**src/rtl/bk_sram_arbiter_if.sv**
```systemverilog
// BK SRAM arbiter bus bundle: CPU port, video fetch port, SRAM pins.
// master = arbiter side, slave = core/video/SRAM side.
interface bk_sram_arbiter_if;
    logic        cpu_rd;
    logic        cpu_wt;
    logic        cpu_byte;
    logic [15:0] cpu_adr;
    logic [15:0] cpu_data_i;
    logic [15:0] cpu_data_o;
    logic        cpu_reply;
    logic        vid_req;
    logic [14:0] vid_adr;
    logic [15:0] vid_data;
    logic        vid_ack;
    logic [14:0] sram_a;
    logic [15:0] sram_dq_i;
    logic [15:0] sram_dq_o;
    logic        sram_dq_oe;
    logic        sram_oe_n;
    logic        sram_we_n;
    logic        sram_ub_n;
    logic        sram_lb_n;

    modport master (
        input  cpu_rd, cpu_wt, cpu_byte, cpu_adr, cpu_data_i,
        input  vid_req, vid_adr, sram_dq_i,
        output cpu_data_o, cpu_reply, vid_data, vid_ack,
        output sram_a, sram_dq_o, sram_dq_oe,
        output sram_oe_n, sram_we_n, sram_ub_n, sram_lb_n
    );

    modport slave (
        output cpu_rd, cpu_wt, cpu_byte, cpu_adr, cpu_data_i,
        output vid_req, vid_adr, sram_dq_i,
        input  cpu_data_o, cpu_reply, vid_data, vid_ack,
        input  sram_a, sram_dq_o, sram_dq_oe,
        input  sram_oe_n, sram_we_n, sram_ub_n, sram_lb_n
    );
endinterface

```
**src/rtl/bk_sram_arbiter.sv**
```systemverilog
// BK SRAM arbiter: shares one 16-bit SRAM between CPU and video fetch.
// All SRAM strobes are registered and move only on state/count changes.
module bk_sram_arbiter #(
    parameter int SRAM_LAT = 2
) (
    input logic               clk,
    input logic               reset_n,
    bk_sram_arbiter_if.master bus
);
    localparam int CW = (SRAM_LAT > 1) ? $clog2(SRAM_LAT) : 1;
    localparam logic [CW-1:0] CNT_LOAD = CW'(SRAM_LAT - 1);

    typedef enum logic [2:0] {
        IDLE,
        VID,
        CPU_RD,
        CPU_WR,
        CPU_HOLD
    } state_t;

    state_t        state;
    state_t        state_nxt;
    logic [CW-1:0] cnt;
    logic [CW-1:0] cnt_nxt;
    logic          last_vid;
    logic          last_vid_nxt;

    logic          reply_q, reply_nxt;
    logic          ack_q, ack_nxt;
    logic [15:0]   cdata_q, cdata_nxt;
    logic [15:0]   vdata_q, vdata_nxt;
    logic [14:0]   a_q, a_nxt;
    logic [15:0]   dqo_q, dqo_nxt;
    logic          dqoe_q, dqoe_nxt;
    logic          oen_q, oen_nxt;
    logic          wen_q, wen_nxt;
    logic          ubn_q, ubn_nxt;
    logic          lbn_q, lbn_nxt;

    logic          cpu_any;
    logic          cpu_req;
    logic          cnt_zero;
    logic          in_access;

    assign cpu_any   = bus.cpu_rd | bus.cpu_wt;
    assign cpu_req   = cpu_any & ~reply_q;
    assign cnt_zero  = (cnt == '0);
    assign in_access = (state == VID) || (state == CPU_RD) ||
                       (state == CPU_WR);

    // state, counter, arbitration history and all registered outputs
    always_ff @(posedge clk or negedge reset_n) begin
        if (!reset_n) begin
            state    <= IDLE;
            cnt      <= '0;
            last_vid <= 1'b0;
            reply_q  <= 1'b0;
            ack_q    <= 1'b0;
            cdata_q  <= 16'h0000;
            vdata_q  <= 16'h0000;
            a_q      <= 15'h0000;
            dqo_q    <= 16'h0000;
            dqoe_q   <= 1'b0;
            oen_q    <= 1'b1;
            wen_q    <= 1'b1;
            ubn_q    <= 1'b1;
            lbn_q    <= 1'b1;
        end else begin
            state    <= state_nxt;
            cnt      <= cnt_nxt;
            last_vid <= last_vid_nxt;
            reply_q  <= reply_nxt;
            ack_q    <= ack_nxt;
            cdata_q  <= cdata_nxt;
            vdata_q  <= vdata_nxt;
            a_q      <= a_nxt;
            dqo_q    <= dqo_nxt;
            dqoe_q   <= dqoe_nxt;
            oen_q    <= oen_nxt;
            wen_q    <= wen_nxt;
            ubn_q    <= ubn_nxt;
            lbn_q    <= lbn_nxt;
        end
    end

    // arbitration and access sequencing; video and CPU alternate on contention
    always_comb begin
        state_nxt    = state;
        cnt_nxt      = cnt;
        last_vid_nxt = last_vid;
        case (state)
            IDLE: begin
                if (bus.vid_req && (!cpu_req || !last_vid)) begin
                    state_nxt = VID;
                    cnt_nxt   = CNT_LOAD;
                end else if (cpu_req && bus.cpu_wt) begin
                    state_nxt = CPU_WR;
                    cnt_nxt   = CNT_LOAD;
                end else if (cpu_req && bus.cpu_rd) begin
                    state_nxt = CPU_RD;
                    cnt_nxt   = CNT_LOAD;
                end
            end
            VID: begin
                if (cnt_zero) begin
                    state_nxt    = IDLE;
                    last_vid_nxt = 1'b1;
                end else begin
                    cnt_nxt = cnt - 1'b1;
                end
            end
            CPU_RD, CPU_WR: begin
                if (cnt_zero) begin
                    state_nxt    = CPU_HOLD;
                    last_vid_nxt = 1'b0;
                end else begin
                    cnt_nxt = cnt - 1'b1;
                end
            end
            CPU_HOLD: begin
                if (!cpu_any) begin
                    state_nxt = IDLE;
                end
            end
            default: begin
                state_nxt = IDLE;
            end
        endcase
    end

    // next values of strobes, data capture and CPU/video handshakes
    always_comb begin
        reply_nxt = reply_q;
        ack_nxt   = 1'b0;
        cdata_nxt = cdata_q;
        vdata_nxt = vdata_q;
        a_nxt     = a_q;
        dqo_nxt   = dqo_q;
        dqoe_nxt  = dqoe_q;
        oen_nxt   = oen_q;
        wen_nxt   = wen_q;
        ubn_nxt   = ubn_q;
        lbn_nxt   = lbn_q;
        if (state == IDLE) begin
            case (state_nxt)
                VID: begin
                    a_nxt   = bus.vid_adr;
                    oen_nxt = 1'b0;
                    ubn_nxt = 1'b0;
                    lbn_nxt = 1'b0;
                end
                CPU_RD: begin
                    a_nxt   = bus.cpu_adr[15:1];
                    oen_nxt = 1'b0;
                    ubn_nxt = 1'b0;
                    lbn_nxt = 1'b0;
                end
                CPU_WR: begin
                    a_nxt    = bus.cpu_adr[15:1];
                    dqo_nxt  = bus.cpu_data_i;
                    dqoe_nxt = 1'b1;
                    wen_nxt  = 1'b0;
                    ubn_nxt  = bus.cpu_byte & ~bus.cpu_adr[0];
                    lbn_nxt  = bus.cpu_byte & bus.cpu_adr[0];
                end
                default: begin
                end
            endcase
        end
        if (in_access && cnt_zero) begin
            oen_nxt  = 1'b1;
            wen_nxt  = 1'b1;
            dqoe_nxt = 1'b0;
            ubn_nxt  = 1'b1;
            lbn_nxt  = 1'b1;
        end
        if ((state == VID) && cnt_zero) begin
            vdata_nxt = bus.sram_dq_i;
            ack_nxt   = 1'b1;
        end
        if ((state == CPU_RD) && cnt_zero) begin
            cdata_nxt = bus.sram_dq_i;
        end
        if (((state == CPU_RD) || (state == CPU_WR)) && cnt_zero) begin
            reply_nxt = cpu_any;
        end
        if ((state == CPU_HOLD) && !cpu_any) begin
            reply_nxt = 1'b0;
        end
    end

    assign bus.cpu_reply  = reply_q;
    assign bus.cpu_data_o = cdata_q;
    assign bus.vid_ack    = ack_q;
    assign bus.vid_data   = vdata_q;
    assign bus.sram_a     = a_q;
    assign bus.sram_dq_o  = dqo_q;
    assign bus.sram_dq_oe = dqoe_q;
    assign bus.sram_oe_n  = oen_q;
    assign bus.sram_we_n  = wen_q;
    assign bus.sram_ub_n  = ubn_q;
    assign bus.sram_lb_n  = lbn_q;
endmodule

```
**src/flat_wrapper.sv**
```systemverilog
// flat-port wrapper written by rule: the top's interface ports become plain ports
module bk_sram_arbiter_flat 
#(
    parameter int SRAM_LAT = 2
)
  (clk, reset_n, bus_cpu_rd, bus_cpu_wt, bus_cpu_byte, bus_cpu_adr, bus_cpu_data_i, bus_vid_req, bus_vid_adr, bus_sram_dq_i, bus_cpu_data_o, bus_cpu_reply, bus_vid_data, bus_vid_ack, bus_sram_a, bus_sram_dq_o, bus_sram_dq_oe, bus_sram_oe_n, bus_sram_we_n, bus_sram_ub_n, bus_sram_lb_n);
  bk_sram_arbiter_if bus_i ();
  input logic clk;
  input logic reset_n;
  input wire logic [$bits(bus_i.cpu_rd)-1:0] bus_cpu_rd;
  input wire logic [$bits(bus_i.cpu_wt)-1:0] bus_cpu_wt;
  input wire logic [$bits(bus_i.cpu_byte)-1:0] bus_cpu_byte;
  input wire logic [$bits(bus_i.cpu_adr)-1:0] bus_cpu_adr;
  input wire logic [$bits(bus_i.cpu_data_i)-1:0] bus_cpu_data_i;
  input wire logic [$bits(bus_i.vid_req)-1:0] bus_vid_req;
  input wire logic [$bits(bus_i.vid_adr)-1:0] bus_vid_adr;
  input wire logic [$bits(bus_i.sram_dq_i)-1:0] bus_sram_dq_i;
  output wire logic [$bits(bus_i.cpu_data_o)-1:0] bus_cpu_data_o;
  output wire logic [$bits(bus_i.cpu_reply)-1:0] bus_cpu_reply;
  output wire logic [$bits(bus_i.vid_data)-1:0] bus_vid_data;
  output wire logic [$bits(bus_i.vid_ack)-1:0] bus_vid_ack;
  output wire logic [$bits(bus_i.sram_a)-1:0] bus_sram_a;
  output wire logic [$bits(bus_i.sram_dq_o)-1:0] bus_sram_dq_o;
  output wire logic [$bits(bus_i.sram_dq_oe)-1:0] bus_sram_dq_oe;
  output wire logic [$bits(bus_i.sram_oe_n)-1:0] bus_sram_oe_n;
  output wire logic [$bits(bus_i.sram_we_n)-1:0] bus_sram_we_n;
  output wire logic [$bits(bus_i.sram_ub_n)-1:0] bus_sram_ub_n;
  output wire logic [$bits(bus_i.sram_lb_n)-1:0] bus_sram_lb_n;
  assign bus_i.cpu_rd = bus_cpu_rd;
  assign bus_i.cpu_wt = bus_cpu_wt;
  assign bus_i.cpu_byte = bus_cpu_byte;
  assign bus_i.cpu_adr = bus_cpu_adr;
  assign bus_i.cpu_data_i = bus_cpu_data_i;
  assign bus_i.vid_req = bus_vid_req;
  assign bus_i.vid_adr = bus_vid_adr;
  assign bus_i.sram_dq_i = bus_sram_dq_i;
  assign bus_cpu_data_o = bus_i.cpu_data_o;
  assign bus_cpu_reply = bus_i.cpu_reply;
  assign bus_vid_data = bus_i.vid_data;
  assign bus_vid_ack = bus_i.vid_ack;
  assign bus_sram_a = bus_i.sram_a;
  assign bus_sram_dq_o = bus_i.sram_dq_o;
  assign bus_sram_dq_oe = bus_i.sram_dq_oe;
  assign bus_sram_oe_n = bus_i.sram_oe_n;
  assign bus_sram_we_n = bus_i.sram_we_n;
  assign bus_sram_ub_n = bus_i.sram_ub_n;
  assign bus_sram_lb_n = bus_i.sram_lb_n;
  bk_sram_arbiter #(.SRAM_LAT(SRAM_LAT)) u_core (.clk(clk), .reset_n(reset_n), .bus(bus_i));
endmodule
```
**config.mk**
```make
export PLATFORM = sky130hd
export DESIGN_NAME = bk_sram_arbiter_flat
export DESIGN_NICKNAME = d
export VERILOG_FILES = /design/src/rtl/bk_sram_arbiter_if.sv /design/src/rtl/bk_sram_arbiter.sv /design/src/flat_wrapper.sv
export SDC_FILE = /design/constraint.sdc
export NUM_CORES = 1
export LEC_CHECK = 0
export ABC_AREA = 1
export ABC_CLOCK_PERIOD_IN_PS = 2740
export BUFFER_PORTS_ARGS = -buffer_cell sky130_fd_sc_hd__buf_2
export CAP_MARGIN = 5
export CORE_MARGIN = 2
export CORE_UTILIZATION = 52
export DETAILED_ROUTE_END_ITERATION = 8
export PLACE_DENSITY_LB_ADDON = 0.12
export SLEW_MARGIN = 10
export SYNTH_ARGS = -nofsm -noshare
export SYNTH_HDL_FRONTEND = slang
export SYNTH_SLANG_ARGS = --single-unit
```
**constraint.sdc**
```tcl
create_clock -name clk -period 2.74 [get_ports clk]
set_input_delay 0.274 -clock clk [delete_from_list [all_inputs] [get_ports clk]]
set_output_delay 0.274 -clock clk [all_outputs]
set_load 0.05 [all_outputs]
```
==> impl_metrics.toml, run 1 <==
[run_status]
status = "complete, no violations"

[setup_path]
r2r_cells = 8
critPathLaunchType = "flop"
worstSetupPathType = "reg2reg"
crit_path_top_delay_cell = "nand2_4"
critPathCaptureType = "flop"
crit_chain = "inv_2 > nand2_2 > nor2_8 > o211ai_2 > nand2_4 > nand3_4 > nand2_1 > nand2_1"
crit_top_cell = "nand2_1"
required_ps = 2970
arrival_ps = 2200
cp_max_fo = 52
critical_path.max_stage_delay_ps = 400
cp_num_cells = 8
path_delay_family = "simple AND/OR/NAND/NOR gates"
path_buf_inv = 1

[grt]
grt_max_degree = 76
grt_pass1_wl_um = 12200
overflow = 0
first_global_vias = 2625
grtUsageTotal_pct = 21.3
antenna_found_initial = 0

[worst_hold_path]
hold_class = "in2async"

[cts]
insertion_delay_ps = 350
cts_tree = "built"
clkSlewWorstSetupHoldPaths_ps = 90
cts.sinks = 75
clock-root-buffer = "clkbuf_8"
clk_path_buf_depth = 2
holdBufCountCts = 0
post_cts_buffers = 0
h-tree-depth = 3
cts_buffers = 9
cts_resized = 0

[placed_design]
io_buffers = 138
hpwl_um = 5150
routabilityCongestion = 0.832

[routing]
routedWlPerCell_um = 12.5
vias = 2835
post_drt_via_cell_ratio = 4.81
routed_wl_um = 7350
drt_iter0_markers = 125
antenna_left = 0
route.detailed.drc = 0
drtPass1Iterations = 4

[synth]
synth_cells = 374
synth_nets = 443
yosysWarnings = 0
syn_area_sq_um = 3360
ys_ff_latch = 75
synth_area_per_cell_sq_um = 8.98
muxShareOfSynthArea_pct = 0
synth_compound_area_share_pct = 14.3
yosys.area_share.simple_pct = 19.5
yosysTopAreaCell = "dfrtp_1"
synth_top_family_by_area = "simple AND/OR/NAND/NOR gates"
synthAdderAreaFrac_pct = 0
yosysUniqueCellTypes = 26
yosysSeqAreaShare_pct = 56.0
synth_xor_area_share_pct = 0
synth_top_area_share_pct = 52.9
yosys-top-cells-area = "dfrtp_1 (53%), nand2_1 (13%), inv_1 (6.3%)"

[timing]
fmax_mhz = 508
layout_worst_path_cycle_share_pct = 71.9
finalSetupViolCount = 0
period_needed_ps = 1970
slew_viol_final = 0
skew_ps = 11.3
setup_tns_ps = 0
rsz0062_at_grt = "false"
slew_headroom_pct = 38.8
tightest_slew_ps = 918
hold_viol = 0

[final_layout]
final_common_cell = "buf_2"
final-seq-area_sq_um = 1880
drive_gt1_share_pct = 37.5
synthToLayoutAreaGrowth_pct = 28.1
most-common-layout-cells = "buf_2 (137), nand2_1 (113), dfrtp_1 (71)"
num_antenna_cells = 0
multi_input_area_sq_um = 1130
fillers = 538
nNetsFinal = 576

[die]
row_count = 29
start_util_pct = 53.2
fp.dieH_um = 84.4
coreArea_sq_um = 6310
dieArea_sq_um = 7120
dieWidth_um = 84.4
io-pin-count = 139

[job]
cap_violations = 0
## flip-flops by register name, summed over array words and instances (netlist names)
name	cells
u_core.bus.sram_dq_o	16
u_core.last_vid	1
u_core.bus.sram_dq_oe	1
u_core.bus.sram_ub_n	1
u_core.bus.sram_we_n	1
u_core.cnt	1
u_core.bus.sram_oe_n	1
u_core.bus.sram_a	15
u_core.bus.cpu_data_o	16
u_core.bus.sram_lb_n	1
u_core.bus.vid_ack	1
u_core.state	3
u_core.bus.cpu_reply	1
u_core.bus.vid_data	16
## metrics by stage
stage	setup slack [ps]	utilization (%)	hold WS [ps]	instance area, sq um	instances
3_5_place_dp	780	64.2	454	4050	573
6_report	771	68.2	42.2	4300	589
5_1_grt	569	68.2	133	4300	589
4_1_cts	756	68.2	95.1	4300	589
2_1_floorplan	1120	-	-21.6	3360	374
3_3_place_gp	878	64.2	447	4050	573
## metal layers
layer,vias up,wire length (um),share of wire [%],GRT usage (%)
li1,1438,-,-,-
met1,1292,3250,44,30.1
met5,-,0,0,0
met3,10,538,7.3,5.21
met2,95,3420,47,32.0
met4,0,134,1.8,8.95
## worst paths after layout
| path | from | endpoint | slack (ps) |
|---|---|---|---|
| hold reg to reg | u_core.bus.sram_oe_n | u_core.bus.sram_oe_n | 470 |
| max in group asynchronous | reset_n | u_core.bus.sram_a[10] | 2080 |
| hold / removal | reset_n | u_core.bus.vid_data[5] | 40 |
| min in group clk | bus_cpu_data_i[9] | u_core.bus.sram_dq_o[9] | 170 |
| setup reg to reg | u_core.state[1] | u_core.bus.sram_dq_o[7] | 770 |
| setup / recovery | u_core.state[1] | u_core.bus.sram_dq_o[7] | 770 |
## worst register-to-register path, stage by stage (launching register included)
cell      delay (ps)
dfrtp_1          380
inv_2             70
nand2_2          100
nor2_8           270
o211ai_2         160
nand2_4          400
nand3_4          280
nand2_1          130
nand2_1           70
## final cells by class
type | count | area share, %
sequential | 75 | 43.7
multi-input combinational | 219 | 26.4
timing repair buffer | 140 | 16.5
inverter | 62 | 5.41
clock inverter | 7 | 2.91
clock buffer | 9 | 2.88
tap | 77 | 2.24
## cell usage after synthesis
cell type,count
nor2_2,1
nand2_2,1
inv_1,56
dfstp_2,4
buf_4,2
nand2_1,113
o21bai_1,15
nand3_1,5
o31ai_1,1
clkbuf_1,3
nand4_1,16
nor2_4,2
buf_6,3
a21oi_2,1
nor2_8,1
nor2_1,6
o211ai_2,2
o21ai_0,26
a21oi_1,4
nand3_4,1
inv_2,6
nand2_4,1
dfrtp_1,71
o21ai_2,16
buf_2,10
o21ai_1,7
## kinds of logic after synthesis
logic type,Yosys count
AOI/OAI and AO/OA,72
DFF,75
buffers and inverters,80
and+or+nand+nor,147
Power of run 1 is not shown: default switching activity piles up to over one toggle a cycle in this logic, so the estimate is an artifact.
==> inputs of run 2 (changes only) <==
ABC_CLOCK_PERIOD_IN_PS = 1700   (was 2740)
CORE_UTILIZATION = 43   (was 52)
clock period = 1.7 ns   (was 2.74 ns; I/O delays follow)
==> run 2 against run 1 <==
Against the previous run: clock skew is 1.5 ps lower; die area is 20% higher; worst setup slack worse by 610 ps; sequential cell count unchanged; highest routed layer unchanged; core utilization shrank 11 points; final area increased by 2.4%; count of clock-buffer cells in the layout grew 3; fmax up 28%; global-route usage fell by 3.4 points; register-to-register slack lost 610 ps; critical path depth is 1 higher; largest cell class unchanged; critical endpoint is now u_core.bus.vid_data[9].
==> impl_metrics.toml, run 2 (synthesis gave the netlist of run 1 again) <==
[run_status]
status = "complete, no violations"

[grt]
first_global_vias = 2599
grtUsageTotal_pct = 17.9
overflow = 0
grt_pass1_wl_um = 12100
antenna_found_initial = 0
grt_max_degree = 40

[timing]
tightest_slew_ps = 523
skew_ps = 9.87
finalSetupViolCount = 0
finalWorstSetupSlack_ps = 161
setup_tns_ps = 0
rsz0062_at_grt = "false"
layout_worst_path_cycle_share_pct = 90.5
fmax_mhz = 650
slew_viol_final = 0
slew_headroom_pct = 65.1
hold_viol = 0
period_needed_ps = 1540

[final_layout]
utilization_pct = 57.6
synthToLayoutAreaGrowth_pct = 31.2
num_antenna_cells = 0
drive_gt1_share_pct = 38.1
final_common_cell = "buf_2"
nNetsFinal = 586
most-common-layout-cells = "buf_2 (137), nand2_1 (113), dfrtp_1 (71)"

[routing]
post_drt_via_cell_ratio = 4.48
routed_wl_um = 7220
drtPass1Iterations = 4
routedWlPerCell_um = 11.6
route.detailed.drc = 0
antenna_left = 0
wl_met1_um = 3450
maxUsedRoutingLayer = "met4"
wl_met2_um = 3260
met3_length_um = 429
vias = 2796
drt_iter0_markers = 74

[placed_design]
dp_worst_setup_slack_ps = 146
io_buffers = 138
hpwl_um = 5290
routabilityCongestion = 0.855

[setup_path]
crit_path_top_delay_cell = "dfrtp_1"
required_ps = 1920
crit_chain = "nor2_1 > inv_2 > nor2_4 > inv_2 > nor2_4 > inv_2 > buf_12 > nand2_1 > o21ai_2"
crit_top_cell = "inv_2"
worstSetupPathType = "reg2reg"
critical_path.max_stage_delay_ps = 490
cp_max_fo = 33
arrival_ps = 1760
critPathLaunchType = "flop"
critPathCaptureType = "flop"

[cts]
clk_path_buf_depth = 2
cts_tree = "built"
cts.sinks = 75
clock-root-buffer = "clkbuf_8"
insertion_delay_ps = 330
h-tree-depth = 3
clkSlewWorstSetupHoldPaths_ps = 80
cts_buffers = 9

[job]
cap_violations = 0

[worst_hold_path]
hold_class = "in2reg"

[die]
dieWidth_um = 92.4
fp.dieH_um = 92.4
row_count = 32
start_util_pct = 43.9
coreArea_sq_um = 7650
io-pin-count = 139
dieArea_sq_um = 8540
-- run 2: path summary, 6_finish.rpt --
check | slack, ps | from | endpoint | cells past startpoint
worst max register to register | 160 | u_core.state[2] | u_core.bus.vid_data[9] | 9
max in group asynchronous | 800 | reset_n | u_core.bus.sram_dq_o[14] | 3
worst max-delay path | 160 | u_core.state[2] | u_core.bus.vid_data[9] | 9
worst min-delay path | 70 | bus_cpu_data_i[8] | u_core.bus.sram_dq_o[8] | 3
min in group asynchronous | 350 | reset_n | u_core.bus.vid_data[5] | 2
worst min register to register | 460 | u_core.bus.sram_oe_n | u_core.bus.sram_oe_n | 2
-- run 2: final cells by class --
type | count | area [sq um]
clock inverter | 4 | 50.0
timing repair buffer | 150 | 836
sequential | 75 | 1880
multi-input combinational | 219 | 1130
inverter | 62 | 233
tap | 102 | 128
clock buffer | 12 | 145
fill | 713 | 3240
-- run 2: repair_timing --
| item | 4_1_cts | 5_1_grt |
|---|---|---|
| hold buffers | 1 | 0 |
| hold endpoints to repair | 33 | 0 |
| setup buffers | 0 | 0 |
| gates resized for setup | 0 | 0 |
-- run 2: layer usage --
layer / vias to the layer above / track usage, %
met2: 86 / 26.9
li1: 1453 / -
met3: 6 / 3.91
met4: 0 / 7.59
met5: - / 0
met1: 1251 / 25.2
-- run 2: critical path: cells and delay by family (launching register included) --
family          cells  cell delay [ps]
compound gates      1               50
buf+inv             4              370
flops               1              490
simple gates        4              510
-- run 2: metrics by stage --
step | std cells | instance area (sq um) | hold WS (ps)
global route | 624 | 4410 | 57.0
floorplan | 374 | 3360 | -126
CTS | 624 | 4410 | 59.4
detailed placement | 607 | 4200 | 189
finish | 624 | 4410 | 74.1
global placement | 607 | 4200 | 185
Power of run 2 is left out for the same reason.
==> inputs of run 3 (changes only) <==
ABC_CLOCK_PERIOD_IN_PS = 1490   (was 1700)
CORE_UTILIZATION = 48   (was 43)
SETUP_SLACK_MARGIN = 0.5   (was default)
clock period = 1.49 ns   (was 1.7 ns; I/O delays follow)
==> run 3 against run 2 <==
Against the previous run: the run now ends with setup timing left; routed wire length is 120% higher; worst setup slack got worse by 310 ps; core utilization grew 36 points.
==> impl_metrics.toml, run 3 (synthesis gave the netlist of run 1 again) <==
[run_status]
status = "finished, violations left"
violations = "setup timing"

[cts]
cts_buffers = 9
clk_path_buf_depth = 2
cts_tree = "built"
cts.sinks = 75
insertion_delay_ps = 370
h-tree-depth = 3
clock-root-buffer = "clkbuf_8"
clkSlewWorstSetupHoldPaths_ps = 90

[setup_path]
crit_chain = "inv_2 > nand2_4 > nor2_8 > o211ai_2 > nand2_4 > clkbuf_16 > nand2_1 > o21ai_1 > o21bai_1"
arrival_ps = 1870
path_delay_family = "simple AND/OR/NAND/NOR gates"
critical_path.max_stage_delay_ps = 410
path_buf_inv = 2
critPathLaunchType = "flop"
critPathCaptureType = "flop"
cp_max_fo = 9
required_ps = 1730
crit_top_cell = "nand2_4"
crit_path_top_delay_cell = "dfrtp_1"
worstSetupPathType = "reg2reg"

[timing]
finalSetupViolCount = 60
fmax_mhz = 612
tightest_slew_ps = 433
slew_headroom_pct = 71.0
finalWorstSetupSlack_ps = -145
slew_viol_final = 0
skew_ps = 22.0
layout_worst_path_cycle_share_pct = 110
hold_viol = 0
fin_hold_ws_ps = 39.3
rsz0062_at_grt = "true"
period_needed_ps = 1630

[pwr]
p_seq_share_pct = 21.0
p_leak_nw = 3.34
power_switching_mw = 9.43
swShare_pct = 49.8
p_comb_share_pct = 68.2
clockPowerShare_pct = 10.7
power_density_nw_per_um2 = 2980
vdd_drop_max_mv = 1.60
intPower_mw = 9.51

[placed_design]
hpwl_um = 5200
routabilityCongestion = 0.822
io_buffers = 138
place_inst = 600

[final_layout]
num_antenna_cells = 0
synthToLayoutAreaGrowth_pct = 88.9
final_common_cell = "buf_6"
final_cells = 712
drive_gt1_share_pct = 62.2
nNetsFinal = 680
most-common-layout-cells = "buf_6 (74), buf_4 (73), dfrtp_1 (69)"

[die]
dieArea_sq_um = 7680
coreArea_sq_um = 6790
start_util_pct = 49.4
fp.dieH_um = 87.7
dieWidth_um = 87.7
row_count = 30
io-pin-count = 139

[routing]
drt_iter0_markers = 344
routedWlPerCell_um = 22.2
routed_wl_um = 15800
route.detailed.drc = 0
post_drt_via_cell_ratio = 5.67
antenna_left = 0
vias = 4035
drtPass1Iterations = 6

[grt]
antenna_found_initial = 0
grt_max_degree = 37
first_global_vias = 3338
grtUsageTotal_pct = 28.0
grt_pass1_wl_um = 16400
overflow = 0

[job]
cap_violations = 0

[worst_hold_path]
hold_class = "in2reg"
## run 3: layout make-up
cell class	instances	area (sq um)
timing repair buffer	238	2200
sequential	75	1880
multi-input combinational	222	1590
fill	197	448
inverter	62	253
clock buffer	12	145
tap	96	120
clock inverter	4	97.6
timing repair inverter	3	47.5
## run 3: path summary, 6_finish.rpt
kind	startpoint	endpoint	slack, ps	cells past startpoint
worst max-delay path	u_core.state[1]	u_core.bus.sram_a[3]	-140	9
worst min-delay path	bus_cpu_data_i[13]	u_core.bus.sram_dq_o[13]	40	3
worst max register to register	u_core.state[1]	u_core.bus.sram_a[3]	-140	9
worst min register to register	u_core.bus.sram_dq_o[13]	u_core.bus.sram_dq_o[13]	510	2
max in group asynchronous	reset_n	u_core.bus.cpu_reply	640	3
min in group asynchronous	reset_n	u_core.bus.cpu_data_o[5]	210	2
## run 3: worst reg2reg max path, delay by kind of cell (launching register included)
kind                   cells  cell delay [ps]
flip-flops                 1              410
buffers and inverters      2              330
AO/OA/AOI/OAI              3              310
AND/OR/NAND/NOR            4              480
## run 3: repair_timing
item | in CTS | in global routing
endpoints found under the hold margin | 27 | 0
hold buffers | 1 | 0
setup endpoints to repair | 144 | 145
gates cloned | 8 | 8
pin swaps | 4 | 18
gates resized for setup | 213 | 100
buffers inserted | 48 | 31
## run 3: metal layers
layer	vias to the layer above	part of all wire, %	GRT usage (%)
met3	108	8.8	5.37
met4	0	7.0	11.5
met2	338	50	49.4
li1	1666	-	-
met1	1923	34	33.5
met5	-	0	0
## run 3: power groups by stage
stage / clock network [mW] / logic [mW] / registers, mW
2_1_floorplan: 0 / 2.56 / 6.70
3_3_place_gp: 0 / 7.10 / 3.58
3_5_place_dp: 0 / 7.26 / 3.58
4_1_cts: 1.94 / 10.2 / 3.78
5_1_grt: 2.09 / 13.4 / 4.06
6_report: 2.03 / 12.9 / 3.99
## run 3: per-stage QoR
stage / TNS [ps] / setup slack (ps) / power, mW / instance area, sq um / util, %
floorplan: 0 / 110 / 9.26 / 3420 / -
global placement: -3.04 / -1.21 / 10.7 / 4220 / 62.1
detailed placement: -1350 / -104 / 10.8 / 4220 / 62.1
CTS: 0 / 83.4 / 15.9 / 5630 / 82.9
global route: -6060 / -194 / 19.6 / 6350 / 93.4
finish: -3930 / -145 / 18.9 / 6350 / 93.4
(Power assumes the default switching activity.)
